===== config.mk =====
export PLATFORM = sky130hd
export DESIGN_NAME = loop_iter_gen
export DESIGN_NICKNAME = d
export VERILOG_FILES = /design/src/rtl/loop_pkg.sv /design/src/rtl/loop_wdog.sv /design/src/rtl/loop_iter_gen.sv
export SDC_FILE = /design/constraint.sdc
export NUM_CORES = 1
export LEC_CHECK = 0
export CAP_MARGIN = 0
export CORE_UTILIZATION = 51
export CTS_CLUSTER_SIZE = 20
export DETAILED_ROUTE_END_ITERATION = 8
export HOLD_SLACK_MARGIN = 0.02
export PLACE_DENSITY = 0.81
export SLEW_MARGIN = 20
export SYNTH_ARGS = -nofsm -noshare
export SYNTH_HDL_FRONTEND = slang
export SYNTH_SLANG_ARGS = --single-unit

===== constraint.sdc =====
create_clock -name clk_i -period 3 [get_ports clk_i]
set_clock_uncertainty 0.1 [all_clocks]
set_input_delay 0.3 -clock clk_i [delete_from_list [all_inputs] [get_ports clk_i]]
set_output_delay 0.3 -clock clk_i [all_outputs]
set_load 0.01 [all_outputs]

===== src/rtl/loop_pkg.sv =====
// Shared state encoding and default widths for the hardware for-loop sequencer.
package loop_pkg;

  localparam int DEF_IDX_W  = 4;
  localparam int DEF_GAP_W  = 8;
  localparam int DEF_WDOG_W = 16;

  typedef enum logic [1:0] {
    ST_IDLE  = 2'd0,
    ST_GAP   = 2'd1,
    ST_ISSUE = 2'd2
  } loopState_e;

endpackage


===== src/rtl/loop_wdog.sv =====
// Stall watchdog: counts enabled cycles since the last clear and flags the cycle
// in which the count reaches a non-zero limit.
module loop_wdog
  import loop_pkg::*;
#(
  parameter int WDOG_W = DEF_WDOG_W
) (
  input  logic              clk_i,
  input  logic              rst_ni,
  input  logic              en_i,
  input  logic              clear_i,
  input  logic [WDOG_W-1:0] limit_i,
  output logic              fire_o
);

  logic [WDOG_W-1:0] cnt_q;
  logic [WDOG_W-1:0] cnt_d;
  logic [WDOG_W-1:0] cntInc;

  always_comb begin
    cntInc = cnt_q + WDOG_W'(1);
    cnt_d  = cnt_q;
    if (clear_i) begin
      cnt_d = '0;
    end else if (en_i) begin
      cnt_d = cntInc;
    end
  end

  // Fires in the cycle the count would reach the limit; a clear in that cycle wins.
  assign fire_o = en_i && !clear_i && (limit_i != '0) && (cntInc == limit_i);

  always_ff @(posedge clk_i or negedge rst_ni) begin
    if (!rst_ni) begin
      cnt_q <= '0;
    end else begin
      cnt_q <= cnt_d;
    end
  end

endmodule


===== src/rtl/loop_iter_gen.sv =====
// Hardware for-loop sequencer: walks first..last by step with an idle gap before
// each index, offering indices on a valid/ready stream, guarded by a watchdog.
module loop_iter_gen
  import loop_pkg::*;
#(
  parameter int IDX_W  = DEF_IDX_W,
  parameter int GAP_W  = DEF_GAP_W,
  parameter int WDOG_W = DEF_WDOG_W
) (
  input  logic              clk_i,
  input  logic              rst_ni,
  input  logic              start_i,
  input  logic              abort_i,
  input  logic [IDX_W-1:0]  cfg_first_i,
  input  logic [IDX_W-1:0]  cfg_last_i,
  input  logic [IDX_W-1:0]  cfg_step_i,
  input  logic [GAP_W-1:0]  cfg_gap_i,
  input  logic [WDOG_W-1:0] wdog_limit_i,
  output logic              iter_valid_o,
  input  logic              iter_ready_i,
  output logic [IDX_W-1:0]  iter_idx_o,
  output logic              iter_last_o,
  output logic              busy_o,
  output logic              done_o,
  output logic              timeout_o
);

  loopState_e       state_q;
  logic [IDX_W-1:0] idx_q;
  logic [IDX_W-1:0] cfgLast_q;
  logic [IDX_W-1:0] cfgStep_q;
  logic [GAP_W-1:0] cfgGap_q;
  logic [GAP_W-1:0] gapCnt_q;
  logic             valid_q;
  logic             last_q;
  logic             busy_q;
  logic             done_q;
  logic             timeout_q;

  logic [IDX_W-1:0] stepEff;
  logic             xfer;
  logic             startOk;
  logic             wdogFire;
  logic             endRun;

  // One extra bit keeps the carry, so an index that would wrap is treated as past the end.
  function automatic logic lastAfter(input logic [IDX_W-1:0] base,
                                     input logic [IDX_W-1:0] step,
                                     input logic [IDX_W-1:0] limit);
    logic [IDX_W:0] sum;
    sum = {1'b0, base} + {1'b0, step};
    return sum > {1'b0, limit};
  endfunction

  assign stepEff = (cfg_step_i == '0) ? IDX_W'(1) : cfg_step_i;
  assign xfer    = valid_q && iter_ready_i;
  assign startOk = start_i && (state_q == ST_IDLE);
  assign endRun  = abort_i || wdogFire || (xfer && last_q);

  loop_wdog #(.WDOG_W(WDOG_W)) uWdog (
    .clk_i   (clk_i),
    .rst_ni  (rst_ni),
    .en_i    (busy_q),
    .clear_i (xfer || startOk),
    .limit_i (wdog_limit_i),
    .fire_o  (wdogFire)
  );

  always_ff @(posedge clk_i or negedge rst_ni) begin
    if (!rst_ni) begin
      state_q   <= ST_IDLE;
      idx_q     <= '0;
      cfgLast_q <= '0;
      cfgStep_q <= '0;
      cfgGap_q  <= '0;
      gapCnt_q  <= '0;
      valid_q   <= 1'b0;
      last_q    <= 1'b0;
      busy_q    <= 1'b0;
      done_q    <= 1'b0;
      timeout_q <= 1'b0;
    end else begin
      done_q    <= 1'b0;
      timeout_q <= 1'b0;
      case (state_q)
        ST_IDLE: begin
          if (start_i) begin
            cfgLast_q <= cfg_last_i;
            cfgStep_q <= stepEff;
            cfgGap_q  <= cfg_gap_i;
            if (cfg_first_i > cfg_last_i) begin
              done_q <= 1'b1;
            end else begin
              busy_q   <= 1'b1;
              idx_q    <= cfg_first_i;
              last_q   <= lastAfter(cfg_first_i, stepEff, cfg_last_i);
              gapCnt_q <= cfg_gap_i;
              if (cfg_gap_i == '0) begin
                state_q <= ST_ISSUE;
                valid_q <= 1'b1;
              end else begin
                state_q <= ST_GAP;
              end
            end
          end
        end
        ST_GAP, ST_ISSUE: begin
          // Abort outranks the watchdog, which outranks a normal final transfer.
          if (endRun) begin
            state_q   <= ST_IDLE;
            busy_q    <= 1'b0;
            valid_q   <= 1'b0;
            idx_q     <= '0;
            last_q    <= 1'b0;
            timeout_q <= !abort_i && wdogFire;
            done_q    <= !abort_i && !wdogFire;
          end else if (state_q == ST_GAP) begin
            if (gapCnt_q <= GAP_W'(1)) begin
              state_q <= ST_ISSUE;
              valid_q <= 1'b1;
            end else begin
              gapCnt_q <= gapCnt_q - GAP_W'(1);
            end
          end else if (xfer) begin
            idx_q  <= idx_q + cfgStep_q;
            last_q <= lastAfter(idx_q + cfgStep_q, cfgStep_q, cfgLast_q);
            if (cfgGap_q != '0) begin
              state_q  <= ST_GAP;
              valid_q  <= 1'b0;
              gapCnt_q <= cfgGap_q;
            end
          end
        end
        default: begin
          state_q <= ST_IDLE;
        end
      endcase
    end
  end

  assign iter_valid_o = valid_q;
  assign iter_idx_o   = idx_q;
  assign iter_last_o  = last_q;
  assign busy_o       = busy_q;
  assign done_o       = done_q;
  assign timeout_o    = timeout_q;

endmodule


==> metrics.md, run 1 <==
| Metric | Value |
|---|---|
| Fmax | `0.297 GHz` |
| Final setup vio count | `1` |
| Post-route ant nets | `0` |
| Static leakage | `0.00211 uW` |
| Max-slew violations | `0` |
| CP dominant cell by count | `a21oi_2` |
| H-tree levels | `2` |
| CP startpoint kind | `flop` |
| Number of synthesized flops with an enable pin | `0` |
| Worst hold start | `cfgLast_q[3]` |
| CP required | `~3.1 ns` |
| CP bufs+invs | `1` |
| DR vias | `3,667` |
| Clk slew on worst S/H paths | `0.09 ns` |
| Min Tclk post-route | `3.37 ns` |
| Crit path max fanout | `2` |
| TritonCTS Buffers | `5` |
| Initial DRC Count | `188` |
| Clock tree from TritonCTS | `done` |
| IO Port Bufs | `49` |
| Synth area leaders | `dfrtp_1, ha_1, mux2_2` |
| Maxcap violations | `0` |
| Async S/R FF share, synth | `1.00` |
| Slew headroom | `0.595` |
| Clk sinks | `51` |
| CTS max path bufs | `2` |
| Most frequent cells after synthesis | `dfrtp_1, nand2_1, ha_1` |
| Number of vias per cell | `5.90` |
| Post-Syn Nets | `532` |
| Fin cells | `slightly above 600` |
| Detailed placement HPWL | `7790 um` |
| Core Box Area | `0.00777 mm2` |
| Yosys warns | `0` |
| Seq cells post-synth | `around 50` |
| Worst reg2reg path depth | `13` |
| Worst path cell trace | `ha_2 > fa_1 > buf_4 > ha_4 > a21o_1 > a21oi_2 > xnor2_1 > ha_1 > a21oi_2 > a41oi_2 > o31ai_1 > o22ai_1 > mux2_4` |
| # rows | `32` |
| Layout cell share with drive strength beyond 1 | `0.146` |
| Drt wl/cell | `16.1 um` |
| Final setup margin | `-0.370 ns` |
| CP arrival | `3.46 ns` |
| WHS Path Cells | `2` |
| Drt first pass iters | `4` |
| Final GP Congestion | `0.911` |
| Fillers | `653` |
| Vias in the first global route | `3,617` |
| Placed cells | `614` |
| Setup Buffers After CTS | `0` |
| Nets | `594` |
| Count leader, synth | `dfrtp_1` |
| Crit-path slowest cell | `fa_1` |
| Slew @ Worst Pin | `approximately 0.60 ns` |
| Hold WS | `0.394 ns` |
| Seq/Total Area, Yosys | `0.311` |
| IO Pins | `50` |
| CP startpoint | `iter_idx_o[0]` |
| FF-to-FF Start | `iter_idx_o[0]` |
| Synth cell types | `62` |
| Worst Hold Class | `reg -> reg` |
| First-pass GRT wire length | `about 17,000 um` |
| Die area | `about 0.0084 mm2` |
| Gate count of the mapped netlist | `458` |
| Worst R2R Setup Slack | `-0.37 ns` |
| Die X | `roughly 92 um` |
| Syn Area/Cell | `about 9 um2` |
| Top_reg_cell synth | `dfrtp_1` |
| Synth area leader | `dfrtp_1` |
| Worst vdd ir | `0.549 mV` |
| Layout area overhead | `20.6%` |
| Setup CP Type | `reg -> reg` |
| Critical path's largest stage delay | `~0.55 ns` |
| Crit end category | `flop` |
| Synth top area share | `0.311` |
| Period Utilization, post-route | `1.12` |
| Congestion Overflow GR | `0` |
| CTS root buf | `clkbuf_8` |
| Clock latency on the worst-skew pair | `0.30 ns` |
| Initial antenna violation count | `0` |
| Mapped Area | `between 0.004 and 0.005 mm2` |
| Starting density of the core | `0.529` |
| RSZ-0062 raised after global routing | `true` |
| Final hold violations | `0` |
| Status | `complete, but fails checks` |
| Wirelength, routed | `10,000 um` |
| Largest net degree at the start of global routing | `29` |
| DRC viols | `0` |
| Antenna cell count | `0` |
| Total GRT Usage | `0.243` |
| Power density over the cells | `1030 mW/mm2` |
| Overall die height | `91.7 um` |
| Crit path depth | `13` |
| Cell family with most CP delay | `adder cells` |
| Failing checks | `negative setup slack` |
-- sequential cells by signal, indices dropped and copies added, names as in the netlist --
name,flops
busy_o,1
cfgGap_q,8
cfgLast_q,4
cfgStep_q,4
done_o,1
gapCnt_q,8
iter_idx_o,4
iter_last_o,1
iter_valid_o,1
state_q,2
timeout_o,1
uWdog.cnt_q,16
-- layout make-up --
type                            count  area [um2]  share of cell area
Multi-Input combinational cell    357        2670               0.540
Sequential cell                    51        1280               0.258
Timing Repair Buffer               77         698               0.141
Tap cell                          102         128              0.0258
Inverter                           28         105              0.0212
Clock buffer                        6        72.6              0.0147
-- worst reg2reg max path: stages (launching register included) --
cell	delay (ns)
dfrtp_1	0.40
ha_2	0.21
fa_1	0.55
buf_4	0.14
ha_4	0.18
a21o_1	0.16
a21oi_2	0.16
xnor2_1	0.11
ha_1	0.34
a21oi_2	0.16
a41oi_2	0.06
o31ai_1	0.28
o22ai_1	0.14
mux2_4	0.28
-- kinds of logic after synthesis --
group / share of synthesized area
fa+ha+maj: 0.106
xor+xnor: 0.0896
mux: 0.0667
buf+inv: 0.0527
flops: 0.311
simple gates: 0.222
compound gates: 0.153
-- per-layer routing --
layer / share of wire / GRT usage
met4: 0.0077 / 0.0547
met3: 0.053 / 0.0307
met1: 0.43 / 0.311
met5: 0 / 0
met2: 0.51 / 0.435
-- per-stage QoR --
stage               total power, uW   util  setup TNS [ns]  setup slack, ns  area [um2]
floorplan                      3390      -          -0.233           -0.233        4110
global placement               4120  0.620          -0.392           -0.392        4820
detailed placement             4300  0.620          -0.551           -0.514        4820
CTS                            4820  0.634          -0.279           -0.279        4920
global route                   5500  0.637          -0.496           -0.496        4950
finish                         5110  0.637          -0.370           -0.370        4950
-- worst paths after layout --
check                                      end
worst min-delay path              cfgLast_q[3]
max in group asynchronous       uWdog.cnt_q[9]
worst max-delay path               iter_last_o
min in group asynchronous         cfgStep_q[1]
worst max register to register     iter_last_o
worst min register to register    cfgLast_q[3]
-- layout by cell type (no fill, tap or decap), drive strengths merged, types with 6 or more instances in the layout --
cell type / count
a21oi: 23
buf: 28
clkbuf: 6
clkdlybuf4s50: 48
dfrtp: 51
ha: 30
inv: 28
mux2: 19
mux2i: 6
nand2: 40
nand2b: 13
nand3: 19
nand4: 8
nor2: 30
nor2b: 10
nor3: 11
nor4: 11
o21ai: 24
o22ai: 11
xnor2: 21
xor2: 21
-- report_power, final --
group          internal [uW]  switching, uW  total [uW]
Combinational           1710           1850        3560
Sequential               944            243        1190
Clock                    156            213         369
Total                   2810           2300        5110
-- timing repair --
item                                    4_1_cts  5_1_grt
hold endpoints to repair                     26        0
cloned                                        0        0
endpoints found under the setup margin        1        9
resized for setup                             4        5
pin swaps                                     7       10
hold buffers                                  1        0
Note: power is estimated with default switching activity, not from simulation.
==> inputs of run 2 (changes only) <==
Settings changed: CAP_MARGIN 0 to unset, SLEW_MARGIN 20 to 15.
==> results of run 2 <==
The final DEF is identical to that of run 1; final timing and power are the same.
